### config.mk
export PLATFORM = sky130hd
export DESIGN_NAME = multicycle_control
export DESIGN_NICKNAME = d
export VERILOG_FILES = /design/src/rtl/ctrl_pkg.sv /design/src/rtl/opcode_decode.sv /design/src/rtl/multicycle_control.sv
export SDC_FILE = /design/constraint.sdc
export NUM_CORES = 1
export LEC_CHECK = 0
export ABC_AREA = 0
export CAP_MARGIN = 20
export CORE_MARGIN = 2
export CORE_UTILIZATION = 52
export CTS_CLUSTER_DIAMETER = 60
export DETAILED_ROUTE_END_ITERATION = 10
export MAX_ROUTING_LAYER = met4
export PLACE_DENSITY_LB_ADDON = 0.15
export RECOVER_POWER = 50
export SYNTH_ARGS = -nofsm -noshare
export SYNTH_HDL_FRONTEND = slang
export SYNTH_SLANG_ARGS = --single-unit
### constraint.sdc
create_clock -name clk -period 1.85 [get_ports clk]
set_input_delay 0.37 -clock clk [delete_from_list [all_inputs] [get_ports clk]]
set_output_delay 0.37 -clock clk [all_outputs]
set_load 0.01 [all_outputs]
### src/rtl/ctrl_pkg.sv
// rtl/ctrl_pkg.sv - shared opcode, ALU function and sequencer state definitions
`timescale 1ns/1ps
package ctrl_pkg;

    localparam logic [7:0] OP_NOP  = 8'h00;
    localparam logic [7:0] OP_ADD  = 8'h01;
    localparam logic [7:0] OP_SUB  = 8'h02;
    localparam logic [7:0] OP_OR   = 8'h03;
    localparam logic [7:0] OP_AND  = 8'h04;
    localparam logic [7:0] OP_XOR  = 8'h05;
    localparam logic [7:0] OP_MOV  = 8'h06;
    localparam logic [7:0] OP_LW   = 8'h07;
    localparam logic [7:0] OP_SW   = 8'h08;
    localparam logic [7:0] OP_LI   = 8'h09;
    localparam logic [7:0] OP_ADDI = 8'h0A;
    localparam logic [7:0] OP_SUBI = 8'h0B;
    localparam logic [7:0] OP_CMP  = 8'h0C;
    localparam logic [7:0] OP_JZ   = 8'h0D;
    localparam logic [7:0] OP_JNZ  = 8'h0E;
    localparam logic [7:0] OP_JG   = 8'h0F;
    localparam logic [7:0] OP_JL   = 8'h10;
    localparam logic [7:0] OP_JUMP = 8'h11;

    localparam logic [2:0] ALU_ADD = 3'd0;
    localparam logic [2:0] ALU_SUB = 3'd1;
    localparam logic [2:0] ALU_AND = 3'd2;
    localparam logic [2:0] ALU_OR  = 3'd3;
    localparam logic [2:0] ALU_XOR = 3'd4;

    typedef enum logic [2:0] {
        ST_FETCH,
        ST_DECODE,
        ST_EXEC,
        ST_MEM,
        ST_WB,
        ST_HALT
    } state_t;

endpackage

### src/rtl/opcode_decode.sv
// rtl/opcode_decode.sv - combinational opcode to decode levels and instruction class bits
`timescale 1ns/1ps
module opcode_decode
    import ctrl_pkg::*;
#(
    parameter int OPCODE_W   = 5,
    parameter int ALU_FUNC_W = 3
) (
    input  logic [OPCODE_W-1:0]   opcode,
    output logic [ALU_FUNC_W-1:0] alu_function,
    output logic                  is_move,
    output logic                  is_mem_access,
    output logic                  is_imm,
    output logic                  is_jz,
    output logic                  is_jnz,
    output logic                  is_jg,
    output logic                  is_jl,
    output logic                  is_jump,
    output logic                  writes_reg,
    output logic                  writes_flags,
    output logic                  is_load,
    output logic                  is_store
);

    always_comb begin
        alu_function  = '0;
        is_move       = 1'b0;
        is_mem_access = 1'b0;
        is_imm        = 1'b0;
        is_jz         = 1'b0;
        is_jnz        = 1'b0;
        is_jg         = 1'b0;
        is_jl         = 1'b0;
        is_jump       = 1'b0;
        writes_reg    = 1'b0;
        writes_flags  = 1'b0;
        is_load       = 1'b0;
        is_store      = 1'b0;
        case (opcode)
            OPCODE_W'(OP_NOP): ;
            OPCODE_W'(OP_ADD): begin
                alu_function = ALU_FUNC_W'(ALU_ADD);
                writes_reg   = 1'b1;
                writes_flags = 1'b1;
            end
            OPCODE_W'(OP_SUB): begin
                alu_function = ALU_FUNC_W'(ALU_SUB);
                writes_reg   = 1'b1;
                writes_flags = 1'b1;
            end
            OPCODE_W'(OP_OR): begin
                alu_function = ALU_FUNC_W'(ALU_OR);
                writes_reg   = 1'b1;
                writes_flags = 1'b1;
            end
            OPCODE_W'(OP_AND): begin
                alu_function = ALU_FUNC_W'(ALU_AND);
                writes_reg   = 1'b1;
                writes_flags = 1'b1;
            end
            OPCODE_W'(OP_XOR): begin
                alu_function = ALU_FUNC_W'(ALU_XOR);
                writes_reg   = 1'b1;
                writes_flags = 1'b1;
            end
            OPCODE_W'(OP_MOV): begin
                is_move      = 1'b1;
                writes_reg   = 1'b1;
                writes_flags = 1'b1;
            end
            OPCODE_W'(OP_LW): begin
                is_mem_access = 1'b1;
                is_load       = 1'b1;
            end
            OPCODE_W'(OP_SW): begin
                is_mem_access = 1'b1;
                is_store      = 1'b1;
            end
            OPCODE_W'(OP_LI): begin
                is_imm     = 1'b1;
                writes_reg = 1'b1;
            end
            OPCODE_W'(OP_ADDI): begin
                alu_function = ALU_FUNC_W'(ALU_ADD);
                is_imm       = 1'b1;
                writes_reg   = 1'b1;
                writes_flags = 1'b1;
            end
            OPCODE_W'(OP_SUBI): begin
                alu_function = ALU_FUNC_W'(ALU_SUB);
                is_imm       = 1'b1;
                writes_reg   = 1'b1;
                writes_flags = 1'b1;
            end
            OPCODE_W'(OP_CMP): begin
                alu_function = ALU_FUNC_W'(ALU_SUB);
                writes_flags = 1'b1;
            end
            OPCODE_W'(OP_JZ):   is_jz   = 1'b1;
            OPCODE_W'(OP_JNZ):  is_jnz  = 1'b1;
            OPCODE_W'(OP_JG):   is_jg   = 1'b1;
            OPCODE_W'(OP_JL):   is_jl   = 1'b1;
            OPCODE_W'(OP_JUMP): is_jump = 1'b1;
            // Unassigned opcodes decode as nop.
            default: ;
        endcase
    end

endmodule

### src/rtl/multicycle_control.sv
// rtl/multicycle_control.sv - multi-cycle control sequencer; ILLEGAL_OPCODE_TRAP_EN adds illegal-opcode halt
`timescale 1ns/1ps
module multicycle_control
    import ctrl_pkg::*;
#(
    parameter int OPCODE_W   = 5,
    parameter int ALU_FUNC_W = 3,
    parameter int WAIT_MAX   = 15,
    parameter int CNT_W      = 16
) (
    input  logic                  clk,
    input  logic                  rst_n,
    input  logic [OPCODE_W-1:0]   opcode,
    input  logic                  im_ready,
    input  logic                  dm_ready,
    output logic                  im_req,
    output logic                  dm_req,
    output logic                  ir_write,
    output logic                  pc_write,
    output logic                  reg_write,
    output logic                  flags_write,
    output logic                  dm_write_enable,
    output logic                  is_move,
    output logic                  is_mem_access,
    output logic                  is_imm,
    output logic [ALU_FUNC_W-1:0] alu_function,
    output logic                  is_jz,
    output logic                  is_jnz,
    output logic                  is_jg,
    output logic                  is_jl,
    output logic                  is_jump,
    output logic                  bus_error,
    output logic [CNT_W-1:0]      instr_count
`ifdef ILLEGAL_OPCODE_TRAP_EN
    ,
    output logic                  illegal_op
`endif
);

    localparam logic [7:0] WAIT_LAST = 8'(WAIT_MAX - 1);

    state_t                state;
    state_t                state_next;
    logic                  started;
    logic [OPCODE_W-1:0]   op_reg;
    logic [7:0]            wait_cnt;
    logic                  waiting;
    logic                  timeout;
    logic                  trap;
    logic                  load_r;
    logic                  store_r;
    logic                  wreg_r;
    logic                  wflg_r;

    logic [ALU_FUNC_W-1:0] d_alu;
    logic                  d_move;
    logic                  d_mem;
    logic                  d_imm;
    logic                  d_jz;
    logic                  d_jnz;
    logic                  d_jg;
    logic                  d_jl;
    logic                  d_jump;
    logic                  d_wreg;
    logic                  d_wflg;
    logic                  d_load;
    logic                  d_store;

    opcode_decode #(
        .OPCODE_W   (OPCODE_W),
        .ALU_FUNC_W (ALU_FUNC_W)
    ) u_decode (
        .opcode        (op_reg),
        .alu_function  (d_alu),
        .is_move       (d_move),
        .is_mem_access (d_mem),
        .is_imm        (d_imm),
        .is_jz         (d_jz),
        .is_jnz        (d_jnz),
        .is_jg         (d_jg),
        .is_jl         (d_jl),
        .is_jump       (d_jump),
        .writes_reg    (d_wreg),
        .writes_flags  (d_wflg),
        .is_load       (d_load),
        .is_store      (d_store)
    );

`ifdef ILLEGAL_OPCODE_TRAP_EN
    assign trap = op_reg > OPCODE_W'(OP_JUMP);
`else
    assign trap = 1'b0;
`endif

    // started keeps im_req low during the first cycle out of reset.
    assign waiting = (state == ST_FETCH && started && !im_ready) ||
                     (state == ST_MEM && !dm_ready);
    assign timeout = waiting && (wait_cnt == WAIT_LAST);

    always_ff @(posedge clk or negedge rst_n) begin
        if (!rst_n) state <= ST_FETCH;
        else        state <= state_next;
    end

    always_comb begin
        state_next = state;
        unique case (state)
            ST_FETCH: begin
                if (started) begin
                    if (im_ready)     state_next = ST_DECODE;
                    else if (timeout) state_next = ST_HALT;
                end
            end
            ST_DECODE: begin
                if (trap)                   state_next = ST_HALT;
                else if (d_load || d_store) state_next = ST_MEM;
                else                        state_next = ST_EXEC;
            end
            ST_EXEC: state_next = ST_FETCH;
            ST_MEM: begin
                if (dm_ready)     state_next = load_r ? ST_WB : ST_FETCH;
                else if (timeout) state_next = ST_HALT;
            end
            ST_WB:   state_next = ST_FETCH;
            ST_HALT: state_next = ST_HALT;
            default: state_next = ST_HALT;
        endcase
    end

    always_comb begin
        im_req          = (state == ST_FETCH) && started;
        ir_write        = (state == ST_FETCH) && started && im_ready;
        dm_req          = (state == ST_MEM);
        dm_write_enable = (state == ST_MEM) && store_r;
        pc_write        = (state == ST_EXEC) || (state == ST_WB) ||
                          (state == ST_MEM && dm_ready && store_r);
        reg_write       = (state == ST_EXEC && wreg_r) || (state == ST_WB);
        flags_write     = (state == ST_EXEC) && wflg_r;
    end

    always_ff @(posedge clk or negedge rst_n) begin
        if (!rst_n) begin
            started       <= 1'b0;
            op_reg        <= '0;
            load_r        <= 1'b0;
            store_r       <= 1'b0;
            wreg_r        <= 1'b0;
            wflg_r        <= 1'b0;
            alu_function  <= '0;
            is_move       <= 1'b0;
            is_mem_access <= 1'b0;
            is_imm        <= 1'b0;
            is_jz         <= 1'b0;
            is_jnz        <= 1'b0;
            is_jg         <= 1'b0;
            is_jl         <= 1'b0;
            is_jump       <= 1'b0;
            wait_cnt      <= '0;
            bus_error     <= 1'b0;
            instr_count   <= '0;
        end else begin
            started <= 1'b1;
            if (ir_write) op_reg <= opcode;
            // Decode levels stay put until the next instruction reaches DECODE.
            if (state == ST_DECODE) begin
                load_r        <= d_load;
                store_r       <= d_store;
                wreg_r        <= d_wreg;
                wflg_r        <= d_wflg;
                alu_function  <= d_alu;
                is_move       <= d_move;
                is_mem_access <= d_mem;
                is_imm        <= d_imm;
                is_jz         <= d_jz;
                is_jnz        <= d_jnz;
                is_jg         <= d_jg;
                is_jl         <= d_jl;
                is_jump       <= d_jump;
            end
            wait_cnt <= waiting ? wait_cnt + 8'd1 : 8'd0;
            if (timeout)  bus_error   <= 1'b1;
            if (pc_write) instr_count <= instr_count + CNT_W'(1);
        end
    end

`ifdef ILLEGAL_OPCODE_TRAP_EN
    always_ff @(posedge clk or negedge rst_n) begin
        if (!rst_n)                         illegal_op <= 1'b0;
        else if (state == ST_DECODE && trap) illegal_op <= 1'b1;
    end
`endif

endmodule

==> run summary <==
filler instances: 321
asr flop ratio synth: 1.00
top cells by count, synth: 49 x dfrtp_1, 19 x nand2_1, 15 x xnor2_1
ANT nets after route: 0
core area: 0.00435 mm2
top-count cell post-synth: dfrtp_1
crit-path cells: buf_6 -> and2b_1 -> and3_1 -> clkdlybuf4s15_1
slew margin rel.: 0.250
vias in the first global route: 1,751
unrepaired setup endpoints after global routing: yes
DPL Wire Length: 3.18 mm
DIE WIDTH: 71.3 um
cts hold-fix bufs: 0
Sequential Power Share: 0.608
fin. max-slew vios: 0
first-pass GRT wire length: 7.99 mm
Starting Density: 0.541
Clock Latency Late Sink: 0.30 ns
Clock power frac: 0.368
post-DR wirelength/cell: 13.7 um
crit path max-delay cell type: dfrtp_1
Placed Area: 0.00290 mm2
Post-Route Utilization: 0.709
Yosys reg bits: 49
antenna cells: 0
Ys Warns: 0
Root Buffer: clkbuf_8
Internal Pwr Total: 0.00139 W
Setup CP Type: flop to primary output
top cell type's share of synthesized area: 0.521
P&R area growth vs syn: 31.3%
CP top delay family: flip-flops
Net Sw Power: 0.000371 W
Port-buffer cells: 43
final hold vios: 0
Critical Path AT: 1.44 ns
main flop type after synthesis: dfrtp_1
drt drc: 0
Worst Path Required: 1.48 ns
NumNets Final: 285
leakage: 1.34 nW
area leader, netlist: dfrtp_1
CP max stage delay: 0.40 ns
Die H: 71.3 um
Std-Cell Rows: 24
synth top area cells: dfrtp_1 52%, xnor2_1 5.6%, nand2_1 3.0%
GP Congestion: 0.758
Syn Std Cell Area: 0.00235 mm2
Die ar.: 0.00508 mm2
Ports: 44
CTS H-tree depth: 2
max reg flops: 16
Reg clk slew, reported paths: 0.09 ns
gr ovfl total: 0
total CTS buffers: 5
Setup crit start kind: flop
post-route clock period utilization: 0.977
Worst Setup End Kind: primary output
Final Cell Area: 0.00309 mm2
Via density: 5.52
f_max: 553 MHz
max_cap viols: 0
layout cell share with drive strength beyond 1: 0.197
setup violators final: 0
syn_area_per_cell: 10.9 um2
status: completed
initial antenna violation count: 0
Final Critical Period: 1.81 ns
cells after synthesis: 216
Max VDD drop: 0.395 mV
CP bufs+invs: 2
syn nets: 228
Seq/Total Area, Yosys: 0.521
actual slew at the worst max-slew pin: 1.12 ns
WL final: 4.46 mm
aggregate global-route resource usage: 0.201
peak fanout along the critical path: 8
number of flops mapped to enable cells by yosys: 0
initial drt markers: 117
vias: 1,800
min-delay worst type: input pin to async pin
count of cell types in the netlist: 47
pin count of the biggest net entering global routing: 31
CTS sink count: 49
Combinational Power Share: 0.024
CTS tree: yes
switching share of total power: 0.210
skew final: 0.00924 ns
TritonRoute pass-1 iters: 4
clk buf depth: 2
pwr dens: 571 mW/mm2
## routing by layer
metal  part of all wire  global-route usage  wire length [um]
met5                  0                   -                 0
met4             0.0029              0.0377                13
met3              0.046              0.0450               205
met2               0.48               0.312              2130
met1               0.47               0.276              2110
## per-stage QoR
stage	setup TNS [ns]	total power, W	setup slack (ns)	hold WS (ns)	instances
final	0	0.00176	0.0421	0.258	326
after global routing	-0.0982	0.00184	-0.0302	0.355	326
after CTS	-0.0594	0.00179	-0.0594	0.0253	322
after detailed placement	-0.631	0.00114	-0.299	0.352	312
after global placement	-0.513	0.00114	-0.288	0.354	312
after floorplan	0	0.00109	0.283	0.0744	216
## final cells by class
| class | count | area (um2) | share of cell area |
|---|---|---|---|
| sequential | 49 | 1230 | 0.397 |
| multi-input combinational | 150 | 1100 | 0.355 |
| timing repair buffer | 62 | 586 | 0.190 |
| clock buffer | 6 | 82.6 | 0.0267 |
| tap | 52 | 65.1 | 0.0211 |
| inverter | 5 | 18.8 | 0.00608 |
| clock inverter | 2 | 13.8 | 0.00446 |
## cell families after synthesis
kind of cell	synth area share
AO/OA/AOI/OAI	0.113
XOR/XNOR	0.0782
adder cells (fa/ha/maj)	0.0160
buffers and inverters	0.0319
flip-flops	0.521
multiplexers	0.0287
other	0.00159
AND/OR/NAND/NOR	0.209
## timing repair
| item | 4_1_cts | 5_1_grt |
|---|---|---|
| setup buffers | 2 | 4 |
| endpoints found under the setup margin | 7 | 7 |
| gates cloned | 0 | 0 |
| pin swaps | 1 | 3 |
| gates resized for setup | 18 | 15 |
## cell usage in the layout (no fill, tap or decap), drive strengths merged, types with 5 or more instances in the layout
cell type	netlist	layout
nand3	7	7
clkbuf	7	10
buf	5	19
nor2	12	12
inv	5	5
o21ai	7	7
o31ai	8	8
nand2	19	19
xnor2	15	15
xor2	6	6
dfrtp	49	49
clkdlybuf4s50	0	34
mux2	6	6
nand4	9	9
or4b	5	5
and3	10	10
## worst register-to-register path: stages, from the launching register on
cell and delay (ns):
dfrtp_1 0.40, buf_6 0.14, buf_12 0.12, or4b_4 0.53, a211oi_4 0.29, buf_4 0.15
nand3b_1 0.09
## worst paths after layout
kind                            startpoint              end  slack, ns  depth (start not counted)
max in group asynchronous            rst_n         state[1]       0.83                          1
max reg2reg                       state[0]         state[2]       0.06                          6
min reg2reg                instr_count[15]  instr_count[15]       0.48                          1
min                                  rst_n            is_jz       0.26                          1
min in group clk           instr_count[15]  instr_count[15]       0.48                          1
max                               state[0]  dm_write_enable       0.04                          4
## power groups by stage
| stage | clock network (W) | logic [W] | registers [W] |
|---|---|---|---|
| 2_1_floorplan | 0 | 0.00000135 | 0.00109 |
| 3_3_place_gp | 0 | 0.0000446 | 0.00109 |
| 3_5_place_dp | 0 | 0.0000451 | 0.00109 |
| 4_1_cts | 0.000672 | 0.0000443 | 0.00107 |
| 5_1_grt | 0.000721 | 0.0000501 | 0.00107 |
| 6_report | 0.000649 | 0.0000428 | 0.00107 |
No activity file was read; power rests on OpenSTA's default activity.
